===== config.mk =====
export PLATFORM = sky130hd
export DESIGN_NAME = tone_period_detector
export DESIGN_NICKNAME = d
export VERILOG_FILES = /design/src/rtl/tone_pkg.sv /design/src/rtl/edge_sync.sv /design/src/rtl/tone_period_detector.sv
export SDC_FILE = /design/constraint.sdc
export NUM_CORES = 1
export LEC_CHECK = 0
export ABC_AREA = 1
export CAP_MARGIN = 20
export CORE_MARGIN = 5
export CORE_UTILIZATION = 35
export DETAILED_ROUTE_END_ITERATION = 12
export PLACE_DENSITY_LB_ADDON = 0.25
export SETUP_SLACK_MARGIN = 0.2
export SLEW_MARGIN = 25
export SYNTH_ARGS = -nofsm -noshare
export SYNTH_HDL_FRONTEND = slang
export SYNTH_SLANG_ARGS = --single-unit

===== constraint.sdc =====
create_clock -name clk -period 7.9 [get_ports clk]
set_input_delay 1.58 -clock clk [delete_from_list [all_inputs] [get_ports clk]]
set_output_delay 1.58 -clock clk [all_outputs]
set_load 0.01 [all_outputs]

===== src/rtl/tone_pkg.sv =====
// tone_pkg: shared state encoding, widths and helpers for the tone blocks
package tone_pkg;
    localparam int PERIOD_W      = 24;
    localparam int FULL_PERIOD_W = 25;

    typedef enum logic [1:0] {SILENT, HIGH, LOW} state_e;

    function automatic logic [FULL_PERIOD_W-1:0] abs_diff(
        input logic [FULL_PERIOD_W-1:0] a,
        input logic [FULL_PERIOD_W-1:0] b
    );
        return (a >= b) ? a - b : b - a;
    endfunction
endpackage


===== src/rtl/edge_sync.sv =====
// edge_sync: two-flop synchronizer plus delay flop producing rise/fall strobes
module edge_sync (
    input  logic clk,
    input  logic rst_n,
    input  logic async_i,
    output logic rise_o,
    output logic fall_o
);
    logic [2:0] sync_q;

    // shift the asynchronous input through the synchronizer and delay stage
    always_ff @(posedge clk or negedge rst_n)
        if (!rst_n) sync_q <= '0;
        else        sync_q <= {sync_q[1:0], async_i};

    assign rise_o = sync_q[1] & ~sync_q[2];
    assign fall_o = ~sync_q[1] & sync_q[2];
endmodule


===== src/rtl/tone_period_detector.sv =====
// tone_period_detector: measures square-wave phase lengths and reports a locked tone
module tone_period_detector
    import tone_pkg::*;
#(
    parameter int TIMEOUT_CYCLES = 1000000,
    parameter int TOLERANCE      = 4,
    parameter int LOCK_COUNT     = 2
) (
    input  logic                     clk,
    input  logic                     rst_n,
    input  logic                     square_wave_in,
    output logic [PERIOD_W-1:0]      switch_period,
    output logic [PERIOD_W-1:0]      high_cycles,
    output logic [FULL_PERIOD_W-1:0] period_cycles,
    output logic                     period_valid,
    output logic                     tone_present
);
    logic rise, fall;

    edge_sync u_sync (
        .clk     (clk),
        .rst_n   (rst_n),
        .async_i (square_wave_in),
        .rise_o  (rise),
        .fall_o  (fall)
    );

    state_e                   state_q, state_d;
    logic [PERIOD_W-1:0]      cnt_q, cnt_d, hcap_q, hcap_d, sw_q, sw_d, hc_q, hc_d;
    logic [FULL_PERIOD_W-1:0] prev_q, prev_d, pc_q, pc_d, per;
    logic [15:0]              m_q, m_d, m_inc;
    logic                     pv_q, pv_d, tone_q, tone_d, valid_q, valid_d;
    logic                     match, timeout, clear;

    // state and measurement registers
    always_ff @(posedge clk or negedge rst_n)
        if (!rst_n) begin
            state_q <= SILENT;
            cnt_q   <= '0;
            hcap_q  <= '0;
            prev_q  <= '0;
            pv_q    <= 1'b0;
            m_q     <= '0;
            sw_q    <= '0;
            hc_q    <= '0;
            pc_q    <= '0;
            valid_q <= 1'b0;
            tone_q  <= 1'b0;
        end else begin
            state_q <= state_d;
            cnt_q   <= cnt_d;
            hcap_q  <= hcap_d;
            prev_q  <= prev_d;
            pv_q    <= pv_d;
            m_q     <= m_d;
            sw_q    <= sw_d;
            hc_q    <= hc_d;
            pc_q    <= pc_d;
            valid_q <= valid_d;
            tone_q  <= tone_d;
        end

    // phase tracking, period matching and lock decision; edges take priority over timeout
    always_comb begin
        state_d = state_q;
        cnt_d   = cnt_q;
        hcap_d  = hcap_q;
        prev_d  = prev_q;
        pv_d    = pv_q;
        m_d     = m_q;
        sw_d    = sw_q;
        hc_d    = hc_q;
        pc_d    = pc_q;
        valid_d = 1'b0;
        tone_d  = tone_q;
        clear   = 1'b0;
        per     = {1'b0, hcap_q} + {1'b0, cnt_q};
        timeout = cnt_q == PERIOD_W'(TIMEOUT_CYCLES);
        match   = pv_q && (abs_diff(per, prev_q) <= FULL_PERIOD_W'(TOLERANCE));
        m_inc   = match ? ((m_q == '1) ? m_q : m_q + 16'd1) : '0;
        case (state_q)
            SILENT: begin
                tone_d = 1'b0;
                if (rise) begin
                    state_d = HIGH;
                    cnt_d   = 1;
                end
            end
            HIGH: begin
                if (fall) begin
                    hcap_d  = cnt_q;
                    state_d = LOW;
                    cnt_d   = 1;
                end else if (timeout) clear = 1'b1;
                else cnt_d = cnt_q + 1'b1;
            end
            LOW: begin
                if (rise) begin
                    state_d = HIGH;
                    cnt_d   = 1;
                    prev_d  = per;
                    pv_d    = 1'b1;
                    m_d     = m_inc;
                    if (m_inc >= 16'(LOCK_COUNT)) begin
                        tone_d  = 1'b1;
                        sw_d    = per[FULL_PERIOD_W-1:1];
                        hc_d    = hcap_q;
                        pc_d    = per;
                        valid_d = 1'b1;
                    end else if (!match) tone_d = 1'b0;
                end else if (timeout) clear = 1'b1;
                else cnt_d = cnt_q + 1'b1;
            end
            default: state_d = SILENT;
        endcase
        if (clear) begin
            state_d = SILENT;
            cnt_d   = '0;
            hcap_d  = '0;
            prev_d  = '0;
            pv_d    = 1'b0;
            m_d     = '0;
            sw_d    = '0;
            hc_d    = '0;
            pc_d    = '0;
            tone_d  = 1'b0;
        end
    end

    assign switch_period = sw_q;
    assign high_cycles   = hc_q;
    assign period_cycles = pc_q;
    assign period_valid  = valid_q;
    assign tone_present  = tone_q;
endmodule


# Word-level counts from Yosys, hierarchy flattened
# Index checks and enable logic that the tools add are counted.
# Widths: inputs -> output; s select.
# op_classes
n_addsub,5
reduce_logical,16
n_bitwise,4
eq_ne,9
n_lt_le_gt_ge,3
n_mux,49
# op_table
op,count
$mux 24,16
$mux 25,8
$mux 16,5
$pmux 24 s3,1
$sub 25x25->25,2
$add 24x24->25,1
$ge 25x25->1,1
$le 25x3->1 const B,1
$add 24x1->24 const B,1
$eq 24x20->1 const B,1
$add 16x1->16 const B,1
$eq 16x16->1 const B,1
$ge 16x2->1 const B,1
$mux 1,13
$reduce_bool 2->1,5
$ne 3x3->1 const B,3
$reduce_and 2->1,4
$mux 2,3
$reduce_and 3->1,2
$ne 4x4->1 const B,1
$pmux 1 s2,2
$pmux 2 s2,1
$reduce_bool 4->1,1
$ne 3x1->1 const B,1
8 further kinds,10
# word_totals
out_inout_bits,75
regBits,170
wordCells,98

# Longest topological paths before layout
# depth
word_depth,11
ltp_mapped,39

# Hierarchy
# From an unflattened synthesis, not the netlist that was laid out.
# hier_totals
cells_unflattened,1761
hier_area_um2,11771.3
# by_module_without_submodules
mod,seq_area_each_um2,cells_per_inst,n_inst,area_each_um2
tone_period_detector,3578.4,1754,1,11681.2
edge_sync,75.1,7,1,90.1

# Least setup slack after synthesis
# No wires, ideal clock.
# synth_timing
path_kind,register to register
start,register cnt_q[0]
end,register hc_q[14] (netlist: high_cycles[14])
path_buffers,2
arrival_time_ns,4.940
slack_ns,2.843
stages_incl_launch_ff,36
period_less_slack_ns,5.057
cell_sequence,dfrtp_1 ha_1 inv_1 fa_1 o221ai_1 nand2_1 nand2_1 a21oi_1 o21ai_0 a21oi_1 o21ai_0 a31oi_1 xnor2_1 ha_1 nand2_1 nor2_2 nand2_2 inv_1 nand2_1 nor2_1 nor2_1 nand3_4 buf_4 nand2_1 nand2_1 xnor2_1 nand3_1 nor2_4 nand3_1 nand2_1 nor2_1 nand2_2 nand3_4 buf_2 nor2_1 nor2_1
# synth_between
elab_chain_len,9
# synth_lines
element,line,source
from (decl),tone_period_detector.sv:29,"logic [PERIOD_W-1:0] cnt_q, cnt_d, hcap_q, hcap_d, sw_q, sw_d, hc_q, hc_d;"
from (signal assigned),tone_period_detector.sv:51,cnt_q <= cnt_d;
$add 24x24->25,tone_period_detector.sv:77,"per = {1'b0, hcap_q} + {1'b0, cnt_q};"
$sub 25x25->25 / $ge 25x25->1 (equally long branches),tone_pkg.sv:12,return (a >= b) ? a - b : b - a;
$mux 25,tone_pkg.sv:12,
$le 25x3->1,tone_period_detector.sv:79,"match = pv_q && (abs_diff(per, prev_q) <= FULL_PERIOD_W'(TOLERANCE));"
$logic_and 1x1->1,tone_period_detector.sv:79,
$mux 16,tone_period_detector.sv:80,m_inc = match ? ((m_q == '1) ? m_q : m_q + 16'd1) : '0;
$ge 16x2->1,tone_period_detector.sv:104,if (m_inc >= 16'(LOCK_COUNT)) begin
$reduce_bool 2->1 (no source line),-,
$reduce_and 3->1 (no source line),-,
to (signal assigned),tone_period_detector.sv:45,hc_q <= '0;
to (signal assigned),tone_period_detector.sv:57,hc_q <= hc_d;
to (decl),tone_period_detector.sv:29,
# Several ways; a longest one is shown, not always the timed one.
# A chain may end at the register's enable or synchronous reset.

# Final worst setup path
# layout_timing
start,register cnt_q[0]
end,register hc_q[13] (netlist: high_cycles[13])
# The elaborated chain is that of the path after synthesis.

==> run_results.csv <==
group,metric,value,unit
drt,drt-pass1-iter-count,6,
layout,final_area,13300,um^2
synth,synth_cell_types,49,
synth,synthesis.nets,1846,
cts,cts-root-buf,"clkbuf_16",
layout,diodes,0,
place,place_ws,1.36,ns
synth,synthCells,1762,
critical_path,worstPathBufferInverterCount,3,
critical_path,max_stage_delay,0.43,ns
power,ir_worst_vdd,0.000266,V
place,postPlaceCellArea,12700,um^2
cts,ctsLongestPathBuffers,2,
timing,tightest_slew,0.862,ns
critical_path,required,8.26,ns
critical_path,start_kind,"flop",
cts,insertion_delay,0.43,ns
drt,viasPerCell,4.97,
critical_path,cpMostUsedCell,"nand2_1",
synth,synth_seq_area_share,31.4,%
grt,grt_antenna_before_repair,0,
layout,syn2layout_area_growth,13.9,%
layout,layout_commonest_cell,"nand2_1",
place,dp.cells,2224,
cts,cts_tree,"yes",
critical_path,worst-path-stages,37,
grt,grt_pass1_vias,10909,
layout,drive_gt1_share,3.64,%
critical_path,critPathKind,"flop to flop",
timing,finalCriticalPeriod,6.61,ns
layout,mostFrequentLayoutCells,"519 x nand2_1, 296 x inv_1, 146 x dfrtp_1",
timing,relSlewSlack,42.4,%
synth,ys_warn_count,0,
critical_path,arrival,6.97,ns
critical_path,reg2reg_from,"cnt_q[0]",
critical_path,cp-startpoint,"cnt_q[0]",
grt,grt_max_degree,92,
status,status,"finished, final reports clean",
timing,fin_setup_tns,0,ns
critical_path,reg2regPathDepth,37,
critical_path,critPathCapture,"high_cycles[13]",
timing,timing.fmax,151,MHz
floorplanning,io-pin-count,78,
timing,skew,0.00940,ns
critical_path,critPathMaxFanout,51,
timing,rsz0062_at_grt,"false",
cts,postCtsResizedCells,0,
cts,cts-hold-fix-buffers,0,
grt,grt_first_pass_wirelength,57.9,mm
synth,syn_avg_cell_area,6.61,um^2
place,place.gp.congestion,0.962,
power,p_leak,7.18,nW
timing,post-route-period-util,83.7,%
timing,setup_violations,0,
cts,cts.sinks,146,
floorplanning,core,32700,um^2
power,total_power,4.66,mW
layout,fin_util,40.5,%
floorplanning,rows,66,
hold_path,min_path_type,"flop to flop",
drt,antenna_left,0,
grt,grt.total_usage,19.7,%
cts,h-tree-depth,4,
drt,wire_per_inst,16.1,um
floorplanning,die_w,192,um
place,port_buffers,77,
drt,vias,11208,
synth,syn_area,11600,um^2
timing,postLayoutSetupSlackWorst,1.29,ns
floorplanning,die_h,192,um
critical_path,reg2reg_to,"high_cycles[13]",
floorplanning,initial_core_util,35.6,%
floorplanning,die_area,37000,um^2
cts,cts_setup_buffers,0,
layout,fin_cells,2255,
grt,grt-ovfl-total,0,
drt,first_iter_violations,951,
timing,hold_slack,0.355,ns
drt,wirelength,36.3,mm
critical_path,cp-end-kind,"flop",
synth,ys_seq_elements,146,
layout,finalNetCount,1885,
job,drv_cap,0,
timing,hold_violations,0,
drt,remaining_drc_errors,0,
timing,report.final.slew_viol_count,0,
critical_path,r2r_slack,1.29,ns
cts,clkTransAtPathRegs,0.06,ns
synth,synthArstFlopShare,100,%
layout,fill_cells,3537,
critical_path,crit_path_top_delay_cell,"xnor2_1",
synth,synth-edff-count,0,
power,p_per_area,351,nW/um^2
synth,synthFlopType,"dfrtp_1",
place,hpwl,28.7,mm
critical_path,critical-path-top-delay-family,"simple AND/OR/NAND/NOR gates",
cts,numCtsBuffers,17,
[final cells by class]
class	instances	area, um^2	area share (%)
clock buffers	21	450	3.40
repair buffers	84	825	6.22
multi-input cells	1251	6490	48.9
clock inverters	10	159	1.20
well taps	442	553	4.17
flip-flops and latches	146	3650	27.6
inverters	301	1130	8.52
[flip-flops by register name, summed over array words and instances (netlist names)]
signal,cells
pv_q,1
tone_present,1
u_sync.sync_q,3
period_cycles,1
prev_q,25
state_q,2
period_valid,1
m_q,16
hcap_q,24
high_cycles,24
switch_period,24
cnt_q,24
[cell families after synthesis]
kind of cell,Yosys count,synth area share (%)
XOR/XNOR,37,2.78
adder cells (fa/ha/maj),81,8.77
buffers and inverters,365,12.9
flip-flops,146,31.4
AND/OR/NAND/NOR,886,32.3
AO/OA/AOI/OAI,247,11.9
[how the worst min path moves through the flow]
stage | startpoint | end | slack [ns] | depth (start not counted)
after floorplan | u_sync.sync_q[0] | u_sync.sync_q[1] | 0.33 | 0
after global placement | u_sync.sync_q[0] | u_sync.sync_q[1] | 0.34 | 0
after detailed placement | u_sync.sync_q[0] | u_sync.sync_q[1] | 0.35 | 0
after CTS | u_sync.sync_q[0] | u_sync.sync_q[1] | 0.36 | 0
after global routing | u_sync.sync_q[0] | u_sync.sync_q[1] | 0.36 | 0
final | u_sync.sync_q[0] | u_sync.sync_q[1] | 0.36 | 0
[report_power, final]
part / switching (mW) / leakage [nW] / total [mW] / internal, mW
clock network: 0.320 / 0.293 / 0.854 / 0.534
registers: 0.0311 / 2.02 / 0.810 / 0.779
logic: 2.05 / 4.87 / 3.00 / 0.945
total: 2.40 / 7.18 / 4.66 / 2.26
[synth_stat cells, types with 8 or more instances]
cell / instances / area share [%]
buf_2: 12 / 0.52
nand2_1: 520 / 17
inv_1: 298 / 9.6
dfrtp_1: 146 / 31
o211ai_1: 8 / 0.52
nor3_1: 27 / 1.2
nor2_1: 132 / 4.3
o22ai_1: 19 / 1.0
nand4_1: 31 / 1.7
a21oi_1: 105 / 4.5
ha_1: 80 / 8.6
clkbuf_1: 18 / 0.58
nor4_1: 8 / 0.43
buf_4: 28 / 1.8
nand3_1: 141 / 6.1
xnor2_1: 8 / 0.60
o21ai_0: 72 / 3.1
xor2_1: 29 / 2.2
o21bai_1: 12 / 0.77
[metal layers]
layer / track usage (%) / vias up / wire (um)
met4: 6.69 / 0 / 1030
met5: 0 / - / 0
met3: 2.59 / 55 / 1550
li1: - / 5663 / -
met1: 25.7 / 5212 / 16000
met2: 33.8 / 278 / 17800
[worst register-to-register path: cells and delay by family, from the launching register on]
family / cells / cell delay (ns)
AND/OR/NAND/NOR: 24 / 2.85
XOR/XNOR: 1 / 0.43
adder cells (fa/ha/maj): 3 / 0.97
flip-flops: 1 / 0.41
AO/OA/AOI/OAI: 6 / 1.36
buffers and inverters: 3 / 0.52
(Power assumes the default switching activity.)
